File: src/rtl/writeback_trap_if.sv
// Memory-stage to writeback handshake bundle: one retiring instruction plus its side effects.
interface writeback_trap_if;
  logic        valid_in;
  logic        ready_out;
  logic [31:0] pc_in;
  logic [31:0] next_pc_in;
  logic        exception_in;
  logic [3:0]  exc_cause_in;
  logic        mret_in;
  logic        wfi_in;
  logic        csr_we_in;
  logic [11:0] csr_addr_in;
  logic [31:0] csr_data_in;
  logic        rd_we_in;
  logic [4:0]  rd_addr_in;
  logic [31:0] rd_data_in;

  modport master (
    output valid_in, pc_in, next_pc_in, exception_in, exc_cause_in, mret_in, wfi_in,
           csr_we_in, csr_addr_in, csr_data_in, rd_we_in, rd_addr_in, rd_data_in,
    input  ready_out
  );

  modport slave (
    input  valid_in, pc_in, next_pc_in, exception_in, exc_cause_in, mret_in, wfi_in,
           csr_we_in, csr_addr_in, csr_data_in, rd_we_in, rd_addr_in, rd_data_in,
    output ready_out
  );
endinterface

File: src/rtl/writeback_trap.sv
// Final pipeline stage: retires instructions and arbitrates interrupts, exceptions, mret and wfi
// into registered csr/regfile writes plus a fetch redirect and a timed pipeline flush.
module writeback_trap #(
  parameter int FLUSH_CYCLES = 2
) (
  input  logic              clk,
  input  logic              reset_n,
  writeback_trap_if.slave   mem,
  input  logic              eip,
  input  logic              sip,
  input  logic              tip,
  input  logic [31:0]       trap_vector,
  input  logic [31:0]       mret_vector,
  output logic              retired,
  output logic              traped,
  output logic              mret,
  output logic              interupt,
  output logic [31:0]       ecp,
  output logic [3:0]        trap_cause,
  output logic              write_enable,
  output logic [11:0]       write_address,
  output logic [31:0]       write_data,
  output logic              reg_we,
  output logic [4:0]        reg_addr,
  output logic [31:0]       reg_data,
  output logic              redirect,
  output logic [31:0]       redirect_pc,
  output logic              flush
);

  localparam int CNT_W = (FLUSH_CYCLES < 2) ? 1 : $clog2(FLUSH_CYCLES + 1);

  typedef enum logic [1:0] {RUN, FLUSH, WFI} state_t;

  state_t           state_reg, state_next;
  logic [CNT_W-1:0] cnt_reg, cnt_next;
  logic [31:0]      wfi_pc_reg, wfi_pc_next;

  logic        retired_next, traped_next, mret_next, interupt_next;
  logic [31:0] ecp_next;
  logic [3:0]  trap_cause_next;
  logic        write_enable_next;
  logic [11:0] write_address_next;
  logic [31:0] write_data_next;
  logic        reg_we_next;
  logic [4:0]  reg_addr_next;
  logic [31:0] reg_data_next;
  logic        redirect_next;
  logic [31:0] redirect_pc_next;
  logic        flush_next;

  logic        irq;
  logic [3:0]  irq_cause;
  logic        accept;
  logic        take_trap;
  logic        take_irq;
  logic [31:0] trap_pc;
  logic [3:0]  trap_code;
  logic        enter_flush;

  assign irq           = eip | sip | tip;
  assign irq_cause     = eip ? 4'd11 : (sip ? 4'd3 : 4'd7);
  assign mem.ready_out = (state_reg != WFI);
  assign accept        = mem.valid_in && mem.ready_out && (state_reg == RUN);

  always_comb begin
    state_next         = state_reg;
    cnt_next           = cnt_reg;
    wfi_pc_next        = wfi_pc_reg;
    retired_next       = 1'b0;
    traped_next        = 1'b0;
    mret_next          = 1'b0;
    interupt_next      = 1'b0;
    write_enable_next  = 1'b0;
    reg_we_next        = 1'b0;
    redirect_next      = 1'b0;
    flush_next         = 1'b0;
    ecp_next           = ecp;
    trap_cause_next    = trap_cause;
    write_address_next = write_address;
    write_data_next    = write_data;
    reg_addr_next      = reg_addr;
    reg_data_next      = reg_data;
    redirect_pc_next   = redirect_pc;
    take_trap          = 1'b0;
    take_irq           = 1'b0;
    trap_pc            = mem.pc_in;
    trap_code          = mem.exc_cause_in;
    enter_flush        = 1'b0;

    case (state_reg)
      RUN: begin
        if (accept) begin
          if (irq) begin
            take_trap = 1'b1;
            take_irq  = 1'b1;
            trap_code = irq_cause;
          end else if (mem.exception_in) begin
            take_trap = 1'b1;
          end else if (mem.mret_in) begin
            mret_next        = 1'b1;
            retired_next     = 1'b1;
            redirect_next    = 1'b1;
            redirect_pc_next = mret_vector;
            enter_flush      = 1'b1;
          end else if (mem.wfi_in) begin
            retired_next = 1'b1;
            wfi_pc_next  = mem.next_pc_in;
            state_next   = WFI;
          end else begin
            retired_next      = 1'b1;
            reg_we_next       = mem.rd_we_in && (mem.rd_addr_in != 5'd0);
            write_enable_next = mem.csr_we_in;
            if (reg_we_next) begin
              reg_addr_next = mem.rd_addr_in;
              reg_data_next = mem.rd_data_in;
            end
            if (mem.csr_we_in) begin
              write_address_next = mem.csr_addr_in;
              write_data_next    = mem.csr_data_in;
            end
          end
        end
      end
      FLUSH: begin
        // Anything presented here is drained and dropped; interrupts wait for RUN.
        if (cnt_reg == '0) begin
          state_next = RUN;
        end else begin
          cnt_next   = cnt_reg - 1'b1;
          flush_next = 1'b1;
        end
      end
      WFI: begin
        if (irq) begin
          take_trap = 1'b1;
          take_irq  = 1'b1;
          trap_pc   = wfi_pc_reg;
          trap_code = irq_cause;
        end
      end
      default: state_next = RUN;
    endcase

    if (take_trap) begin
      traped_next      = 1'b1;
      interupt_next    = take_irq;
      ecp_next         = trap_pc;
      trap_cause_next  = trap_code;
      redirect_next    = 1'b1;
      redirect_pc_next = trap_vector;
      enter_flush      = 1'b1;
    end

    // Flush rises together with the registered redirect and counts down from here.
    if (enter_flush) begin
      state_next = FLUSH;
      cnt_next   = CNT_W'(FLUSH_CYCLES - 1);
      flush_next = 1'b1;
    end
  end

  always_ff @(posedge clk or negedge reset_n) begin
    if (!reset_n) begin
      state_reg     <= RUN;
      cnt_reg       <= '0;
      wfi_pc_reg    <= '0;
      retired       <= 1'b0;
      traped        <= 1'b0;
      mret          <= 1'b0;
      interupt      <= 1'b0;
      ecp           <= '0;
      trap_cause    <= '0;
      write_enable  <= 1'b0;
      write_address <= '0;
      write_data    <= '0;
      reg_we        <= 1'b0;
      reg_addr      <= '0;
      reg_data      <= '0;
      redirect      <= 1'b0;
      redirect_pc   <= '0;
      flush         <= 1'b0;
    end else begin
      state_reg     <= state_next;
      cnt_reg       <= cnt_next;
      wfi_pc_reg    <= wfi_pc_next;
      retired       <= retired_next;
      traped        <= traped_next;
      mret          <= mret_next;
      interupt      <= interupt_next;
      ecp           <= ecp_next;
      trap_cause    <= trap_cause_next;
      write_enable  <= write_enable_next;
      write_address <= write_address_next;
      write_data    <= write_data_next;
      reg_we        <= reg_we_next;
      reg_addr      <= reg_addr_next;
      reg_data      <= reg_data_next;
      redirect      <= redirect_next;
      redirect_pc   <= redirect_pc_next;
      flush         <= flush_next;
    end
  end

endmodule

File: src/flat_wrapper.sv
// flat-port wrapper written by rule: the top's interface ports become plain ports
module writeback_trap_flat 
#(
  parameter int FLUSH_CYCLES = 2
)
  (clk, reset_n, eip, sip, tip, trap_vector, mret_vector, retired, traped, mret, interupt, ecp, trap_cause, write_enable, write_address, write_data, reg_we, reg_addr, reg_data, redirect, redirect_pc, flush, mem_valid_in, mem_pc_in, mem_next_pc_in, mem_exception_in, mem_exc_cause_in, mem_mret_in, mem_wfi_in, mem_csr_we_in, mem_csr_addr_in, mem_csr_data_in, mem_rd_we_in, mem_rd_addr_in, mem_rd_data_in, mem_ready_out);
  writeback_trap_if mem_i ();
  input  logic clk;
  input  logic reset_n;
  input  logic eip;
  input  logic sip;
  input  logic tip;
  input  logic [31:0] trap_vector;
  input  logic [31:0] mret_vector;
  output logic retired;
  output logic traped;
  output logic mret;
  output logic interupt;
  output logic [31:0] ecp;
  output logic [3:0] trap_cause;
  output logic write_enable;
  output logic [11:0] write_address;
  output logic [31:0] write_data;
  output logic reg_we;
  output logic [4:0] reg_addr;
  output logic [31:0] reg_data;
  output logic redirect;
  output logic [31:0] redirect_pc;
  output logic flush;
  input wire logic [$bits(mem_i.valid_in)-1:0] mem_valid_in;
  input wire logic [$bits(mem_i.pc_in)-1:0] mem_pc_in;
  input wire logic [$bits(mem_i.next_pc_in)-1:0] mem_next_pc_in;
  input wire logic [$bits(mem_i.exception_in)-1:0] mem_exception_in;
  input wire logic [$bits(mem_i.exc_cause_in)-1:0] mem_exc_cause_in;
  input wire logic [$bits(mem_i.mret_in)-1:0] mem_mret_in;
  input wire logic [$bits(mem_i.wfi_in)-1:0] mem_wfi_in;
  input wire logic [$bits(mem_i.csr_we_in)-1:0] mem_csr_we_in;
  input wire logic [$bits(mem_i.csr_addr_in)-1:0] mem_csr_addr_in;
  input wire logic [$bits(mem_i.csr_data_in)-1:0] mem_csr_data_in;
  input wire logic [$bits(mem_i.rd_we_in)-1:0] mem_rd_we_in;
  input wire logic [$bits(mem_i.rd_addr_in)-1:0] mem_rd_addr_in;
  input wire logic [$bits(mem_i.rd_data_in)-1:0] mem_rd_data_in;
  output wire logic [$bits(mem_i.ready_out)-1:0] mem_ready_out;
  assign mem_i.valid_in = mem_valid_in;
  assign mem_i.pc_in = mem_pc_in;
  assign mem_i.next_pc_in = mem_next_pc_in;
  assign mem_i.exception_in = mem_exception_in;
  assign mem_i.exc_cause_in = mem_exc_cause_in;
  assign mem_i.mret_in = mem_mret_in;
  assign mem_i.wfi_in = mem_wfi_in;
  assign mem_i.csr_we_in = mem_csr_we_in;
  assign mem_i.csr_addr_in = mem_csr_addr_in;
  assign mem_i.csr_data_in = mem_csr_data_in;
  assign mem_i.rd_we_in = mem_rd_we_in;
  assign mem_i.rd_addr_in = mem_rd_addr_in;
  assign mem_i.rd_data_in = mem_rd_data_in;
  assign mem_ready_out = mem_i.ready_out;
  writeback_trap #(.FLUSH_CYCLES(FLUSH_CYCLES)) u_core (.clk(clk), .reset_n(reset_n), .mem(mem_i), .eip(eip), .sip(sip), .tip(tip), .trap_vector(trap_vector), .mret_vector(mret_vector), .retired(retired), .traped(traped), .mret(mret), .interupt(interupt), .ecp(ecp), .trap_cause(trap_cause), .write_enable(write_enable), .write_address(write_address), .write_data(write_data), .reg_we(reg_we), .reg_addr(reg_addr), .reg_data(reg_data), .redirect(redirect), .redirect_pc(redirect_pc), .flush(flush));
endmodule
File: config.mk
export PLATFORM = sky130hd
export DESIGN_NAME = writeback_trap_flat
export DESIGN_NICKNAME = d
export VERILOG_FILES = /design/src/rtl/writeback_trap_if.sv /design/src/rtl/writeback_trap.sv /design/src/flat_wrapper.sv
export SDC_FILE = /design/constraint.sdc
export NUM_CORES = 1
export LEC_CHECK = 0
export CORE_UTILIZATION = 30
export CTS_CLUSTER_SIZE = 25
export DETAILED_ROUTE_END_ITERATION = 8
export PLACE_DENSITY_LB_ADDON = 0.25
export SETUP_SLACK_MARGIN = 0.15
export SYNTH_ARGS = -nofsm -noshare
export SYNTH_HDL_FRONTEND = slang
export SYNTH_SLANG_ARGS = --single-unit
File: constraint.sdc
create_clock -name clk -period 2.4 [get_ports clk]
set_input_delay 0.48 -clock clk [delete_from_list [all_inputs] [get_ports clk]]
set_output_delay 0.48 -clock clk [all_outputs]
set_load 0.01 [all_outputs]
==> metrics <==
status complete, no violations; syn_area_per_cell 13.5 um^2; Worst R2R Start u_core.state_reg[0]; crit share post-route 84.9%; leading cell type in the layout, fill and taps excluded clkdlybuf4s50_1; RSZ-0062 raised after global routing no; Worst Path Arrival 1.56 ns; DRC errors left 0; total gr overflow 0; I/O pin total 382; most frequent cells in the layout clkdlybuf4s50_1, dfrtp_1, mux2_2; H-tree depth 4; Final Slew Violations 0; Core ar. 25300 um^2; P_leak 5.82 nW; via count 5992; Critical path origin u_core.state_reg[0]; Slew @ Worst Pin 0.663 ns; Pre-Repair DR Iteration Count 4; Post-CTS Hold Fix Bufs 0; worst-path fanout max 7; final setup vio count 0; Routed WL 22900 um; total power 10.9 mW; post-cts sizing count 1; clk buf depth 2; clk sink count 193; layout cells sized above 1 17.4%; synth unique cells 30; Mapped Cells 580; sequential area share after synthesis 61.9%; DR WL/cell 17.3 um; vias in the first global route 6220; Initial Util 30.8%; GPL Wtd Cong 0.798; initial antenna violation count 2; warnings from Yosys 0; Die W 163 um; largest net degree at the start of global routing 59; Net Count, Synth 805; row count 58; fmax 0.491 GHz; HPWL after DPL 17400 um; Slew headroom 55.5%; final worst setup slack 0.362 ns; All-Layer GR Usage 17.2%; Peak supply drop 0.000524 V; Final Instance Area 12900 um^2; ANT nets after route 0; Final Hold Vio Count 0; clk_skew 0.00855 ns; Worst Setup Path Type flop to output pin; CTS root buf clkbuf_16; die area 26700 um^2; fin crit period 2.04 ns; CP endpoint kind output pin; Nets 1206; mapped cell area 7800 um^2; Setup crit start kind flop; CTS clk-pin slew, worst paths 0.08 ns; max-cap violation count 0; DP Cell Count 1292; vias per std cell 4.52; Setup Fix Bufs, Post-CTS 0; first-pass GRT wire length 34900 um; Layout Area Growth over Synthesis 65.8%; Yosys reg bits 193; final std cells w/o fill 1326; I/O Buffers 381; worst slack, placed -0.0646 ns; CTS tree done; cts bufs inserted 17; worst skew pair latency 0.43 ns; min-delay worst type primary input to async pin; Vert. Die Dim 163 um; Area after DPL 12400 um^2; Iteration-0 DRC Markers 279; PD cells 840 nW/um^2; Req. time, crit path 1.92 ns
-- cell usage after synthesis --
| cell | n | area share, % |
|---|---|---|
| o21ai_0 | 34 | 2.2 |
| nor2_1 | 41 | 2.0 |
| inv_1 | 5 | 0.24 |
| nand2_1 | 33 | 1.6 |
| a21oi_1 | 37 | 2.4 |
| mux2_2 | 96 | 14 |
| clkbuf_1 | 12 | 0.58 |
| nand2b_1 | 3 | 0.24 |
| nor3_1 | 4 | 0.26 |
| buf_2 | 16 | 1.0 |
| mux2_1 | 19 | 2.7 |
| a211oi_2 | 1 | 0.16 |
| buf_1 | 2 | 0.096 |
| or2_2 | 3 | 0.24 |
| nor4_2 | 1 | 0.16 |
| or4_1 | 1 | 0.096 |
| ha_1 | 1 | 0.16 |
| nor3_2 | 1 | 0.13 |
| o21bai_1 | 1 | 0.096 |
| buf_8 | 2 | 0.38 |
| dfrtp_1 | 193 | 62 |
| a211oi_1 | 2 | 0.19 |
| a22o_1 | 1 | 0.11 |
| and4b_1 | 2 | 0.26 |
| nor4b_4 | 1 | 0.30 |
| buf_4 | 1 | 0.096 |
| mux2i_1 | 64 | 8.2 |
| xnor2_1 | 1 | 0.11 |
| nand3_1 | 1 | 0.064 |
| nand4_2 | 1 | 0.16 |
-- worst paths after layout --
check / to / slack [ns] / cells past startpoint
max: mem_ready_out / 0.36 / 3
min: u_core.redirect_pc[12] / 0.02 / 1
max reg2reg: u_core.reg_addr[0] / 0.45 / 5
min reg2reg: u_core.reg_data[18] / 0.49 / 1
max in group asynchronous: u_core.write_data[30] / 1.71 / 2
min in group clk: u_core.reg_data[18] / 0.49 / 1
-- critical path, stage by stage, from the launching register on --
cell	delay (ns)
dfrtp_1	0.42
buf_4	0.18
nand2b_1	0.20
dlygate4sd2_1	0.33
-- routing by layer --
layer	vias up	share of wire, %	track usage [%]
li1	2834	-	-
met1	2892	40	20.0
met2	251	50	29.5
met3	15	9.5	6.60
met4	0	1.2	4.29
met5	-	0	0
-- final cells by class --
type                       count  area (um^2)
tap                          330          413
clock inverter                14          140
clock buffer                  18          429
sequential                   193         4830
antenna                        2         5.00
timing repair buffer         415         4280
fill                        2280        12400
inverter                       5         18.8
multi-input combinational    349         2810
-- stage by stage --
stage          hold slack (ns)  util, %  setup TNS (ns)
2_1_floorplan            0.184        -               0
3_5_place_dp             0.475     48.8           -1.08
3_3_place_gp             0.467     48.8          -0.578
5_1_grt                 0.0559     51.1               0
4_1_cts                 0.0478     51.0               0
6_report                0.0211     51.1               0
-- where the power goes --
group / switching [mW] / internal (mW) / leakage (nW)
clock: 1.39 / 1.39 / 0.278
sequential: 0.411 / 4.04 / 2.51
combinational: 1.48 / 2.15 / 3.04
-- cells by family after synthesis --
family | after synthesis | synth area share [%]
flip-flops | 193 | 61.9
XOR/XNOR | 1 | 0.112
buffers and inverters | 38 | 2.42
AO/OA/AOI/OAI | 76 | 5.12
multiplexers | 179 | 24.8
adder cells (fa/ha/maj) | 1 | 0.160
AND/OR/NAND/NOR | 92 | 5.47
(Power assumes the default switching activity.)
